[src/rtl/if_stage_pkg.sv]
// ----------------------------------------------------------------------------
// if_stage_pkg
// Shared types and helpers for the instruction fetch stage.
//   if_state_e : fetch FSM state encodings (2 bits)
//   ifid_op_e  : control applied to the IF/ID pipeline register each cycle
//   ZERO_WORD  : NOP bubble / cleared word
//   pc_inc     : next sequential fetch address (32-bit modulo)
//   word_align : clears address bits [1:0]
// ----------------------------------------------------------------------------
package if_stage_pkg;

  typedef enum logic [1:0] {
    IF_FETCH = 2'd0,
    IF_HOLD  = 2'd1,
    IF_DRAIN = 2'd2
  } if_state_e;

  typedef enum logic [1:0] {
    IFID_HOLD   = 2'd0,
    IFID_LOAD   = 2'd1,
    IFID_BUBBLE = 2'd2
  } ifid_op_e;

  localparam logic [31:0] ZERO_WORD = 32'h0000_0000;

  // Natural 32-bit wrap: 32'hFFFF_FFFC + 4 -> 32'h0000_0000.
  function automatic logic [31:0] pc_inc(input logic [31:0] pc);
    return pc + 32'd4;
  endfunction

  function automatic logic [31:0] word_align(input logic [31:0] addr);
    return addr & 32'hFFFF_FFFC;
  endfunction

endpackage

[src/rtl/if_id_reg.sv]
// ----------------------------------------------------------------------------
// if_id_reg
// IF/ID pipeline register between fetch and decode.
// Ports:
//   clk, rst          : clock, synchronous active-high reset (clears to bubble)
//   op                : HOLD keeps contents, LOAD captures load_pc/load_inst as
//                       a valid instruction, BUBBLE clears inst/valid, keeps pc
//   load_pc/load_inst : values captured on LOAD
//   pc/inst/inst_valid: registered outputs towards decode
// ----------------------------------------------------------------------------
module if_id_reg
  import if_stage_pkg::*;
(
  input  logic        clk,
  input  logic        rst,
  input  ifid_op_e    op,
  input  logic [31:0] load_pc,
  input  logic [31:0] load_inst,
  output logic [31:0] pc,
  output logic [31:0] inst,
  output logic        inst_valid
);

  // IF/ID register update: reset, load, bubble or hold
  always_ff @(posedge clk) begin
    if (rst) begin
      pc         <= ZERO_WORD;
      inst       <= ZERO_WORD;
      inst_valid <= 1'b0;
    end else begin
      case (op)
        IFID_LOAD: begin
          pc         <= load_pc;
          inst       <= load_inst;
          inst_valid <= 1'b1;
        end
        IFID_BUBBLE: begin
          inst       <= ZERO_WORD;
          inst_valid <= 1'b0;
        end
        IFID_HOLD: begin
          inst_valid <= inst_valid;
        end
        default: begin
          // Unreachable encoding: fail safe by inserting a bubble.
          inst       <= ZERO_WORD;
          inst_valid <= 1'b0;
        end
      endcase
    end
  end

endmodule

[src/rtl/if_stage.sv]
// ----------------------------------------------------------------------------
// if_stage
// Instruction fetch stage: owns the PC, issues req/ack fetches to instruction
// memory and loads the IF/ID register consumed by decode. A one-entry holding
// buffer absorbs a decode stall that coincides with a fetch response, and a
// redirect kills wrong-path work (draining an outstanding request if needed).
// Ports:
//   clk, rst        : clock, synchronous active-high reset
//   stall_i         : decode not accepting; IF/ID must hold
//   redirect_i      : restart fetch at redirect_pc_i (bits [1:0] ignored)
//   imem_req_o      : fetch request (low in HOLD and while rst=1)
//   imem_addr_o     : word-aligned fetch address, stable until ack
//   imem_ack_i      : response valid this cycle
//   imem_rdata_i    : instruction word, valid with imem_ack_i
//   pc_o/inst_o     : IF/ID pc and instruction (32'h0 = NOP bubble)
//   inst_valid_o    : IF/ID holds a real fetched instruction
// ----------------------------------------------------------------------------
module if_stage
  import if_stage_pkg::*;
#(
  parameter logic [31:0] RESET_PC = 32'h0000_0000
) (
  input  logic        clk,
  input  logic        rst,
  input  logic        stall_i,
  input  logic        redirect_i,
  input  logic [31:0] redirect_pc_i,
  output logic        imem_req_o,
  output logic [31:0] imem_addr_o,
  input  logic        imem_ack_i,
  input  logic [31:0] imem_rdata_i,
  output logic [31:0] pc_o,
  output logic [31:0] inst_o,
  output logic        inst_valid_o
);

  if_state_e   state_r;
  logic [31:0] pc_r;        // fetch address of the current/next request
  logic [31:0] buf_pc_r;    // holding buffer: pc of the parked instruction
  logic [31:0] buf_inst_r;  // holding buffer: parked instruction word
  logic [31:0] pend_pc_r;   // redirect target waiting for the drain to finish
  logic [31:0] tgt_s;
  logic        ack_s;
  ifid_op_e    ifid_op_s;
  logic [31:0] ld_pc_s;
  logic [31:0] ld_inst_s;

  assign tgt_s       = word_align(redirect_pc_i);
  // No request is outstanding in HOLD, so any ack there is spurious.
  assign ack_s       = imem_ack_i & (state_r != IF_HOLD);
  assign imem_req_o  = (state_r != IF_HOLD) & ~rst;
  assign imem_addr_o = pc_r;

  // IF/ID control decode from current state and inputs
  always_comb begin
    ifid_op_s = IFID_HOLD;
    ld_pc_s   = pc_r;
    ld_inst_s = imem_rdata_i;
    if (redirect_i) begin
      // Wrong-path contents are killed even while decode is stalled.
      ifid_op_s = IFID_BUBBLE;
    end else begin
      case (state_r)
        IF_FETCH: begin
          if (ack_s && !stall_i) begin
            ifid_op_s = IFID_LOAD;
          end else if (!ack_s && !stall_i) begin
            ifid_op_s = IFID_BUBBLE;
          end else begin
            ifid_op_s = IFID_HOLD;
          end
        end
        IF_HOLD: begin
          if (!stall_i) begin
            ifid_op_s = IFID_LOAD;
            ld_pc_s   = buf_pc_r;
            ld_inst_s = buf_inst_r;
          end else begin
            ifid_op_s = IFID_HOLD;
          end
        end
        IF_DRAIN: begin
          if (stall_i) begin
            ifid_op_s = IFID_HOLD;
          end else begin
            ifid_op_s = IFID_BUBBLE;
          end
        end
        default: begin
          ifid_op_s = IFID_BUBBLE;
        end
      endcase
    end
  end

  // Fetch FSM: state, fetch pc, holding buffer and pending redirect target
  always_ff @(posedge clk) begin
    if (rst) begin
      state_r    <= IF_FETCH;
      pc_r       <= word_align(RESET_PC);
      buf_pc_r   <= ZERO_WORD;
      buf_inst_r <= ZERO_WORD;
      pend_pc_r  <= ZERO_WORD;
    end else if (redirect_i) begin
      case (state_r)
        IF_FETCH: begin
          if (ack_s) begin
            pc_r <= tgt_s;
          end else begin
            // Request still in flight: keep its address until it completes.
            pend_pc_r <= tgt_s;
            state_r   <= IF_DRAIN;
          end
        end
        IF_HOLD: begin
          pc_r    <= tgt_s;
          state_r <= IF_FETCH;
        end
        IF_DRAIN: begin
          if (ack_s) begin
            // Drain completes now; the newest target wins.
            pc_r    <= tgt_s;
            state_r <= IF_FETCH;
          end else begin
            pend_pc_r <= tgt_s;
          end
        end
        default: begin
          pc_r    <= tgt_s;
          state_r <= IF_FETCH;
        end
      endcase
    end else begin
      case (state_r)
        IF_FETCH: begin
          if (ack_s && stall_i) begin
            buf_pc_r   <= pc_r;
            buf_inst_r <= imem_rdata_i;
            state_r    <= IF_HOLD;
          end else if (ack_s) begin
            pc_r <= pc_inc(pc_r);
          end else begin
            pc_r <= pc_r;
          end
        end
        IF_HOLD: begin
          if (!stall_i) begin
            pc_r    <= pc_inc(pc_r);
            state_r <= IF_FETCH;
          end else begin
            state_r <= IF_HOLD;
          end
        end
        IF_DRAIN: begin
          if (ack_s) begin
            pc_r    <= pend_pc_r;
            state_r <= IF_FETCH;
          end else begin
            state_r <= IF_DRAIN;
          end
        end
        default: begin
          state_r <= IF_FETCH;
        end
      endcase
    end
  end

  if_id_reg u_if_id_reg (
    .clk        (clk),
    .rst        (rst),
    .op         (ifid_op_s),
    .load_pc    (ld_pc_s),
    .load_inst  (ld_inst_s),
    .pc         (pc_o),
    .inst       (inst_o),
    .inst_valid (inst_valid_o)
  );

endmodule

[config.mk]
export PLATFORM = sky130hd
export DESIGN_NAME = if_stage
export DESIGN_NICKNAME = d
export VERILOG_FILES = /design/src/rtl/if_stage_pkg.sv /design/src/rtl/if_id_reg.sv /design/src/rtl/if_stage.sv
export SDC_FILE = /design/constraint.sdc
export NUM_CORES = 1
export LEC_CHECK = 0
export CORE_MARGIN = 3
export CORE_UTILIZATION = 50
export CTS_BUF_LIST = sky130_fd_sc_hd__clkbuf_4 sky130_fd_sc_hd__clkbuf_8
export CTS_CLUSTER_DIAMETER = 40
export DETAILED_ROUTE_END_ITERATION = 8
export PLACE_DENSITY = 0.75
export SYNTH_ARGS = -nofsm -noshare
export SYNTH_HDL_FRONTEND = slang
export SYNTH_HIERARCHICAL = 1
export SYNTH_SLANG_ARGS = --single-unit
[constraint.sdc]
create_clock -name clk -period 6 [get_ports clk]
set_input_delay 1.5 -clock clk [delete_from_list [all_inputs] [get_ports clk]]
set_output_delay 1.5 -clock clk [all_outputs]
set_load 0.02 [all_outputs]
==> impl_metrics.json, run 1 <==
{
  "grt_pass1_wl_mm": 37.8,
  "grt_overflow": 0,
  "post-cts-setup-buffers": 0,
  "grt_max_degree": 191,
  "drcViolationCount": 0,
  "cts.sinks": 189,
  "postPlaceCellArea_um2": 10600,
  "die_w_um": 140,
  "hold_path_class": "reg2reg",
  "ys_seq_elements": 189,
  "synthArstFlopShare_pct": 0,
  "hold_viol_final": 0,
  "n_fill_cell": 1552,
  "synth_area_per_cell_um2": 8.38,
  "layout.cells.most_common": "nand2_1",
  "reg2reg_from": "state_r[0]",
  "path_cells": "buf_4 > a21oi_1 > clkdlybuf4s50_1",
  "drtPass1Iterations": 6,
  "pre_cts_ws_ns": 2.07,
  "stdcell_area_um2": 11000,
  "rows": 48,
  "antenna_cells": 0,
  "yosys_warnings": 6,
  "layout_min_cycle_time_ns": 3.88,
  "vias": 7878,
  "final_cell_mix": "nand2_1, dfxtp_1, clkdlybuf4s50_1",
  "core_area_um2": 17400,
  "synth_ff_type": "dfxtp_1",
  "via_per_inst": 5.58,
  "path_depth": 3,
  "cp-startpoint": "rst",
  "grt_usage_pct": 23.3,
  "setup_viol": 0,
  "leakage_nw": 3.75,
  "fin_total_pwr_w": 0.00260,
  "finalWirelength_mm": 23.4,
  "drtAntennaViolNets": 0,
  "place.port_buffers": 162,
  "fin_util_pct": 63.1,
  "clk_latency_ns": 0.46,
  "critPathCapture": "imem_req_o",
  "synthCells": 1070,
  "r2r_end": "u_if_id_reg/inst[9]",
  "drtIter0Drc": 658,
  "tns_ns": 0,
  "ys_types": 65,
  "rrSetupSlack_ns": 3.20,
  "cp_top_family": "buffers and inverters",
  "die_h_um": 140,
  "clockBufferDepth": 2,
  "cp_data_required_time_ns": 4.50,
  "worstMarginPinSlew_ns": 1.13,
  "synth_edf_count": 0,
  "grt_pass1_vias": 7245,
  "cts_buffers": 17,
  "drv_cap": 0,
  "num_io_pins": 167,
  "powerDensity_nw_per_um2": 237,
  "yosysTopAreaCell": "dfxtp_1",
  "yosysSeqAreaShare_pct": 42.2,
  "worst-setup-path-type": "in2out",
  "cts_tree": "built",
  "place_congestion": 0.857,
  "final_max_slew_viol_count": 0,
  "multi_input_area_um2": 4700,
  "htreeDepth": 4,
  "cp_max_fo": 2,
  "postCtsHoldBufs": 0,
  "antenna_found_initial": 0,
  "slowest_stage": "clkdlybuf4s50_1",
  "cp_slowest_stage_delay_ns": 0.62,
  "wire_per_inst_um": 16.6,
  "synthDominantCellAreaShare_pct": 42.2,
  "setup_ws_ns": 2.12,
  "end_kind": "primary output",
  "fin_skew_ns": 0.0135,
  "die-area_um2": 19600,
  "fin_crit_sh_pct": 64.6,
  "crit_path_start_kind": "primary input",
  "post_cts_resized": 0,
  "rsz0062_at_grt": "false",
  "dp_hpwl_mm": 14.6,
  "slew_headroom_pct": 24.4,
  "start_util_pct": 51.5,
  "nNetsFinal": 1243,
  "syn_to_final_growth_pct": 22.4,
  "crit_arrival_ns": 2.38,
  "status": "finished clean",
  "fmax_mhz": 258,
  "drive_gt1_share_pct": 5.56,
  "rr_worst_depth": 7,
  "cts_root_buf": "clkbuf_8",
  "register_area_um2": 3780,
  "clk_pin_slew_worst_paths_ns": 0.09,
  "synth.cell_area_um2": 8970,
  "cp_num_buf_inv": 2,
  "ir_drop_mv": 0.138,
  "synth_area_leaders": "dfxtp_1, nand2_1, mux2_1"
}
==> report_power, final <==
group | switching, W | internal (W)
Clock | 0.000451 | 0.000429
Combinational | 0.000200 | 0.000168
Sequential | 0.0000549 | 0.00130
==> worst min path at each step <==
stage,from,to,slack [ns],cells past startpoint
finish,buf_inst_r[2],buf_inst_r[2],0.46,2
global route,buf_inst_r[15],buf_inst_r[15],0.48,2
CTS,pend_pc_r[16],pend_pc_r[16],0.46,2
detailed placement,pend_pc_r[16],pend_pc_r[16],0.44,2
global placement,pend_pc_r[31],pend_pc_r[31],0.44,2
floorplan,pend_pc_r[17],pend_pc_r[17],0.43,2
==> kinds of logic (layout without fill, tap and decap cells) <==
group                      count (synthesis)  in the layout  share of synthesized area, %
xor gates and xnor gates                   7              7                         0.683
muxes                                     89             89                          10.7
AOI/OAI and AO/OA                        241            241                          15.5
and+or+nand+nor                          435            435                          24.9
buffers and inverters                    107            220                          5.94
other                                      1              4                        0.0418
DFF                                      189            189                          42.2
adders and majority gates                  1              1                         0.139
==> registers in the layout, indices dropped and copies added (netlist names) <==
name,flops
u_if_id_reg/pc,32
pend_pc_r,30
buf_inst_r,32
u_if_id_reg/inst,32
state_r,2
u_if_id_reg/inst_valid,1
imem_addr_o,30
buf_pc_r,30
==> tightest hold or removal path: cells and delay by family, from the launching register on <==
family	cells	cell delay, ns
simple gates	1	0.05
compound gates	1	0.05
flops	1	0.32
==> cell type report <==
| class | instances | share of cell area, % |
|---|---|---|
| multi-input combinational | 777 | 42.8 |
| sequential | 189 | 34.5 |
| timing repair buffer | 177 | 16.0 |
| tap | 225 | 2.56 |
| clock buffer | 19 | 2.32 |
| clock inverter | 13 | 1.50 |
| inverter | 11 | 0.376 |
==> layer usage <==
metal	track usage [%]	vias up	part of all wire, %	wire (um)
li1	-	3905	-	-
met1	33.7	3698	49	11400
met2	36.7	254	45	10600
met3	3.55	21	5.2	1220
met4	5.56	0	1.1	258
met5	0	-	0	0
==> stage by stage <==
step                hold WS [ns]  cells
global placement           0.437   1379
CTS                        0.456   1411
detailed placement         0.443   1379
global route               0.476   1411
finish                     0.455   1411
floorplan                  0.432   1073
==> Yosys cell counts, types with 2 or more instances <==
cell / count
a221oi_1: 3
buf_1: 2
or4_1: 3
o211ai_1: 4
a31oi_1: 12
clkbuf_1: 63
a21oi_1: 116
nor4_1: 2
nand4_1: 7
xnor2_1: 5
or3_1: 5
o21ai_0: 28
clkbuf_2: 3
buf_12: 4
nand3_1: 12
mux2i_1: 35
nor4b_1: 2
buf_2: 17
nand3b_1: 2
and3_1: 5
o2111ai_1: 2
nor2b_1: 3
dfxtp_1: 189
xor2_1: 2
nand4_4: 3
a211o_1: 4
nor3_1: 15
buf_6: 4
o21ai_1: 32
nand2_1: 222
nor2_1: 75
nor4_4: 2
nand2b_1: 34
mux2_1: 54
inv_1: 11
buf_4: 3
a311oi_1: 6
a211oi_1: 17
o31ai_1: 5
nand4bb_1: 32
Power figures use the tool's default switching activity.
==> run 2, diff against run 1 <==
--- a/config.mk
+++ b/config.mk
@@ -6,11 +6,11 @@
 export NUM_CORES = 1
 export LEC_CHECK = 0
 export CORE_MARGIN = 3
-export CORE_UTILIZATION = 50
+export CORE_UTILIZATION = 49
 export CTS_BUF_LIST = sky130_fd_sc_hd__clkbuf_4 sky130_fd_sc_hd__clkbuf_8
 export CTS_CLUSTER_DIAMETER = 40
 export DETAILED_ROUTE_END_ITERATION = 8
-export PLACE_DENSITY = 0.75
+export PLACE_DENSITY = 0.77
 export SYNTH_ARGS = -nofsm -noshare
 export SYNTH_HDL_FRONTEND = slang
 export SYNTH_HIERARCHICAL = 1
==> constraint.sdc (replaced) <==
create_clock -name clk -period 3.3 [get_ports clk]
set_input_delay 0.825 -clock clk [delete_from_list [all_inputs] [get_ports clk]]
set_output_delay 0.825 -clock clk [all_outputs]
set_load 0.02 [all_outputs]
==> run 2 against run 1 <==
  * Utilization shrank 0.15 points
  * Die area grew 2.0%
  * Clock skew is 0.0041 ns higher
  * Hold slack improved by 0.00071 ns
  * Cell count grew 0.57%
  * First-iteration DRC count decreased by 3.6%
  * Sequential share of layout area decreased by 0.27 points
  * Routed wire length is 1.8% higher
  * Combinational power increased by 86%
  * Clock power grew 82%
  * Sequential cell count stayed put
  * Design area is 0.79% higher
  * Critical endpoint unchanged
==> impl_metrics.json, run 2 (synthesis results as in run 1) <==
{
  "rows": 48,
  "crit_arrival_ns": 1.97,
  "grt_overflow": 0,
  "nNetsFinal": 1251,
  "worst-setup-path-type": "reg2out",
  "cp_top_family": "buffers and inverters",
  "finalWirelength_mm": 23.9,
  "fin_crit_sh_pct": 84.8,
  "grt_max_degree": 191,
  "drcViolationCount": 0,
  "die-area_um2": 20000,
  "post_cts_resized": 0,
  "clockBufferDepth": 2,
  "stdcell_area_um2": 11100,
  "cts_root_buf": "clkbuf_8",
  "cts.sinks": 189,
  "vias": 7994,
  "via_per_inst": 5.63,
  "dp_hpwl_mm": 15.2,
  "start_util_pct": 51.0,
  "drv_cap": 0,
  "num_io_pins": 167,
  "postCtsHoldBufs": 0,
  "clk_latency_ns": 0.47,
  "register_area_um2": 3780,
  "post-cts-setup-buffers": 0,
  "hold_viol_final": 0,
  "cp_data_required_time_ns": 2.47,
  "setup_ws_ns": 0.502,
  "drtAntennaViolNets": 0,
  "crit_path_start_kind": "flip-flop",
  "powerDensity_nw_per_um2": 428,
  "place_congestion": 0.837,
  "largestRegisters": "buf_inst_r: 32 flops, u_if_id_reg/inst: 32 flops, u_if_id_reg/pc: 32 flops",
  "pre_cts_ws_ns": 0.202,
  "layout.cells.most_common": "nand2_1",
  "place.port_buffers": 162,
  "drive_gt1_share_pct": 6.20,
  "leakage_nw": 3.80,
  "path_cells": "inv_1 > a21oi_1 > clkdlybuf4s50_1",
  "drtPass1Iterations": 5,
  "cp_num_buf_inv": 2,
  "cts_tree": "built",
  "ir_drop_mv": 0.267,
  "htreeDepth": 4,
  "cp_slowest_stage_delay_ns": 0.66,
  "die_h_um": 141,
  "clk_pin_slew_worst_paths_ns": 0.09,
  "cts_buffers": 17,
  "rsz0062_at_grt": "false",
  "n_fill_cell": 1549,
  "cp_max_fo": 7,
  "antenna_cells": 0,
  "tns_ns": 0,
  "final_cell_mix": "nand2_1, dfxtp_1, clkdlybuf4s50_1",
  "syn_to_final_growth_pct": 23.4,
  "grt_pass1_vias": 7381,
  "grt_pass1_wl_mm": 38.3,
  "setup_viol": 0,
  "wire_per_inst_um": 16.8,
  "status": "finished clean",
  "die_w_um": 141,
  "grt_usage_pct": 23.3,
  "core_area_um2": 17600,
  "postPlaceCellArea_um2": 10700,
  "fmax_mhz": 357,
  "worstMarginPinSlew_ns": 0.763,
  "drtIter0Drc": 634,
  "antenna_found_initial": 0,
  "hold_path_class": "reg2reg",
  "layout_min_cycle_time_ns": 2.80,
  "final_max_slew_viol_count": 0,
  "slowest_stage": "clkdlybuf4s50_1",
  "slew_headroom_pct": 49.2,
  "multi_input_area_um2": 4700,
  "end_kind": "primary output",
  "fin_skew_ns": 0.0176
}
## run 2: cell types whose count changed in the layout (fill, tap and decap cells not counted)
cell | previous run | this run
buf_12 | 2 | 5
buf_4 | 14 | 19
clkbuf_8 | 18 | 17
clkinv_2 | 2 | 4
clkinv_4 | 3 | 2
clkinvlp_4 | 4 | 3
inv_6 | 1 | 2
## run 2: report_power, final
part	leakage, nW	internal (W)	switching [W]	total (W)
Sequential	1.54	0.00236	0.0000982	0.00245
Clock	0.203	0.000758	0.000840	0.00160
Combinational	2.06	0.000313	0.000368	0.000681
Total	3.80	0.00343	0.00131	0.00473
## run 2: routing by layer
metal / track usage (%) / up-vias / share of wire, %
li1: - / 3928 / -
met1: 33.1 / 3774 / 47
met2: 36.9 / 268 / 45
met3: 3.94 / 24 / 6.7
met4: 6.43 / 0 / 1.2
met5: 0 / - / 0
## run 2: stage by stage
step | total power [W] | util (%) | cells | hold WS [ns]
6_report | 0.00473 | 62.9 | 1419 | 0.456
5_1_grt | 0.00493 | 62.9 | 1419 | 0.474
4_1_cts | 0.00476 | 62.9 | 1419 | 0.455
3_5_place_dp | 0.00318 | 60.6 | 1387 | 0.442
3_3_place_gp | 0.00317 | 60.6 | 1387 | 0.438
2_1_floorplan | 0.00290 | - | 1073 | 0.432
## run 2: worst paths after layout
| check | startpoint | end | slack (ns) | depth (start not counted) |
|---|---|---|---|---|
| max | state_r[1] | imem_req_o | 0.50 | 3 |
| min | buf_pc_r[18] | buf_pc_r[18] | 0.46 | 2 |
| max reg2reg | imem_addr_o[2] | imem_addr_o[22] | 0.88 | 6 |
| min reg2reg | buf_pc_r[18] | buf_pc_r[18] | 0.46 | 2 |
## run 2: worst register-to-register path, cell delays in order, from the launching register on
cell and delay (ns):
dfxtp_1 0.53, ha_1 0.31, nand3_4 0.17, nor4_4 0.46, or4b_1 0.50, mux2i_1 0.14
a311oi_1 0.25
## run 2: layout make-up
type / instances / area share, %
multi-input cells: 777 / 42.5
flip-flops and latches: 189 / 34.2
repair buffers: 185 / 16.7
well taps: 225 / 2.54
clock buffers: 18 / 2.18
clock inverters: 14 / 1.51
inverters: 11 / 0.373
==> run 3, diff against run 2 <==
==> constraint.sdc (replaced) <==
create_clock -name clk -period 2.3 [get_ports clk]
set_input_delay 0.575 -clock clk [delete_from_list [all_inputs] [get_ports clk]]
set_output_delay 0.575 -clock clk [all_outputs]
set_load 0.02 [all_outputs]
==> run 3 against run 2 <==
  * Clock power is 51% higher
  * Count of clock-buffer cells in the layout unchanged
  * Design area increased by 4.6%
  * Highest routed layer unchanged
==> impl_metrics.json, run 3 (synthesis results as in run 1) <==
{
  "worst-setup-path-type": "reg2out",
  "rrSetupSlack_ns": 0.25,
  "start_util_pct": 51.0,
  "clockBufferDepth": 2,
  "die_h_um": 141,
  "stdcell_area_um2": 11600,
  "rr_worst_depth": 7,
  "hold_viol_final": 0,
  "setup_viol": 0,
  "leakage_nw": 4.14,
  "r2r_end": "imem_addr_o[14]",
  "antenna_cells": 0,
  "cts_root_buf": "clkbuf_8",
  "hold_path_class": "reg2reg",
  "whs_path_depth": 2,
  "cp_slowest_stage_delay_ns": 0.68,
  "layout.cells.most_common": "nand2_1",
  "clk_latency_ns": 0.47,
  "final_max_slew_viol_count": 0,
  "pre_cts_ws_ns": -0.179,
  "dp_hpwl_mm": 16.4,
  "nNetsFinal": 1298,
  "grt_pass1_vias": 7592,
  "cts.sinks": 189,
  "postCtsHoldBufs": 0,
  "grt_pass1_wl_mm": 38.8,
  "end_kind": "primary output",
  "die-area_um2": 20000,
  "postPlaceCellArea_um2": 11100,
  "fin_util_pct": 65.8,
  "drv_cap": 0,
  "wire_per_inst_um": 16.6,
  "cp_num_buf_inv": 1,
  "fin_crit_sh_pct": 98.2,
  "drtAntennaViolNets": 0,
  "vias": 8282,
  "layout_min_cycle_time_ns": 2.26,
  "grt_max_degree": 191,
  "fin_skew_ns": 0.0153,
  "status": "finished clean",
  "worstMarginPinSlew_ns": 0.761,
  "core_area_um2": 17600,
  "largestRegisters": "buf_inst_r: 32 flops, u_if_id_reg/inst: 32 flops, u_if_id_reg/pc: 32 flops",
  "grt_usage_pct": 23.8,
  "path_cells": "clkdlybuf4s50_1",
  "cp_data_required_time_ns": 1.73,
  "cp-startpoint": "imem_addr_o[26]",
  "syn_to_final_growth_pct": 29.0,
  "place.port_buffers": 162,
  "post-cts-setup-buffers": 0,
  "cp_max_fo": 8,
  "htreeDepth": 4,
  "reg2reg_from": "imem_addr_o[2]",
  "grt_overflow": 0,
  "rsz0062_at_grt": "false",
  "crit_arrival_ns": 1.68,
  "clk_pin_slew_worst_paths_ns": 0.10,
  "slew_headroom_pct": 49.2,
  "drive_gt1_share_pct": 9.99,
  "ir_drop_mv": 0.413,
  "via_per_inst": 5.65,
  "cp_top_family": "buffers and inverters",
  "drtPass1Iterations": 5,
  "die_w_um": 141,
  "tns_ns": 0,
  "finalWirelength_mm": 24.3,
  "cts_buffers": 17,
  "min_to": "pend_pc_r[17]",
  "antenna_found_initial": 0,
  "num_io_pins": 167,
  "slowest_stage": "clkdlybuf4s50_1",
  "drtIter0Drc": 553,
  "powerDensity_nw_per_um2": 606,
  "crit_path_start_kind": "flip-flop",
  "rows": 48,
  "min_from": "pend_pc_r[17]",
  "drcViolationCount": 0,
  "final_cell_mix": "nand2_1, dfxtp_1, clkdlybuf4s50_1",
  "place_congestion": 0.844,
  "setup_ws_ns": 0.0419,
  "fmax_mhz": 443,
  "cts_tree": "built"
}
==> run 3: cell count changes in the layout (fill, tap and decap cells not counted) <==
| cell | before | now |
|---|---|---|
| buf_12 | 5 | 14 |
| clkbuf_4 | 1 | 0 |
| dlygate4sd2_1 | 0 | 1 |
| clkbuf_8 | 17 | 18 |
| dlymetal6s2s_1 | 0 | 3 |
| dfxtp_1 | 189 | 186 |
| buf_4 | 19 | 57 |
| bufinv_16 | 3 | 4 |
| dfxtp_2 | 0 | 3 |
| clkinvlp_4 | 3 | 2 |
| clkdlybuf4s50_1 | 160 | 156 |
==> run 3: worst max-delay path by stage <==
stage,cells after the start,to,slack (ns)
floorplan,6,imem_addr_o[22],0.05
global placement,7,u_if_id_reg/inst[30],-0.13
detailed placement,7,u_if_id_reg/inst[11],-0.18
CTS,1,imem_addr_o[22],0.04
global route,2,imem_addr_o[11],0.002
finish,1,imem_addr_o[26],0.04
==> run 3: tightest hold or removal path, delay by kind of cell, from the launching register on <==
family | cells | cell delay (ns)
flops | 1 | 0.32
compound gates | 1 | 0.05
simple gates | 1 | 0.05
==> run 3: cell type report <==
type / instances / area (um^2)
multi-input cells: 777 / 4700
inverters: 11 / 41.3
fillers: 1487 / 6020
well taps: 225 / 282
clock inverters: 14 / 190
clock buffers: 18 / 248
repair buffers: 232 / 2320
flip-flops and latches: 189 / 3790
==> run 3: routing by layer <==
metal / GRT usage (%) / share of wire [%]
met3: 4.89 / 7.6
met5: 0 / 0
met1: 33.0 / 45
met2: 37.7 / 46
met4: 6.78 / 1.7
==> run 3: metrics by stage <==
stage	power, W	hold slack [ns]	std cells
floorplan	0.00416	0.432	1073
global placement	0.00464	0.438	1434
detailed placement	0.00466	0.444	1434
CTS	0.00705	0.457	1466
global route	0.00730	0.471	1466
finish	0.00701	0.456	1466
==> run 3: report_power, final <==
group | total [W] | internal [W] | switching (W)
clock | 0.00242 | 0.00122 | 0.00120
sequential | 0.00348 | 0.00338 | 0.0000944
combinational | 0.00112 | 0.000524 | 0.000594
total | 0.00701 | 0.00512 | 0.00189
==> run 3: what timing repair did <==
item,in CTS,in global routing
hold endpoints to repair,0,0
setup endpoints to repair,2,4
resized for setup,3,4
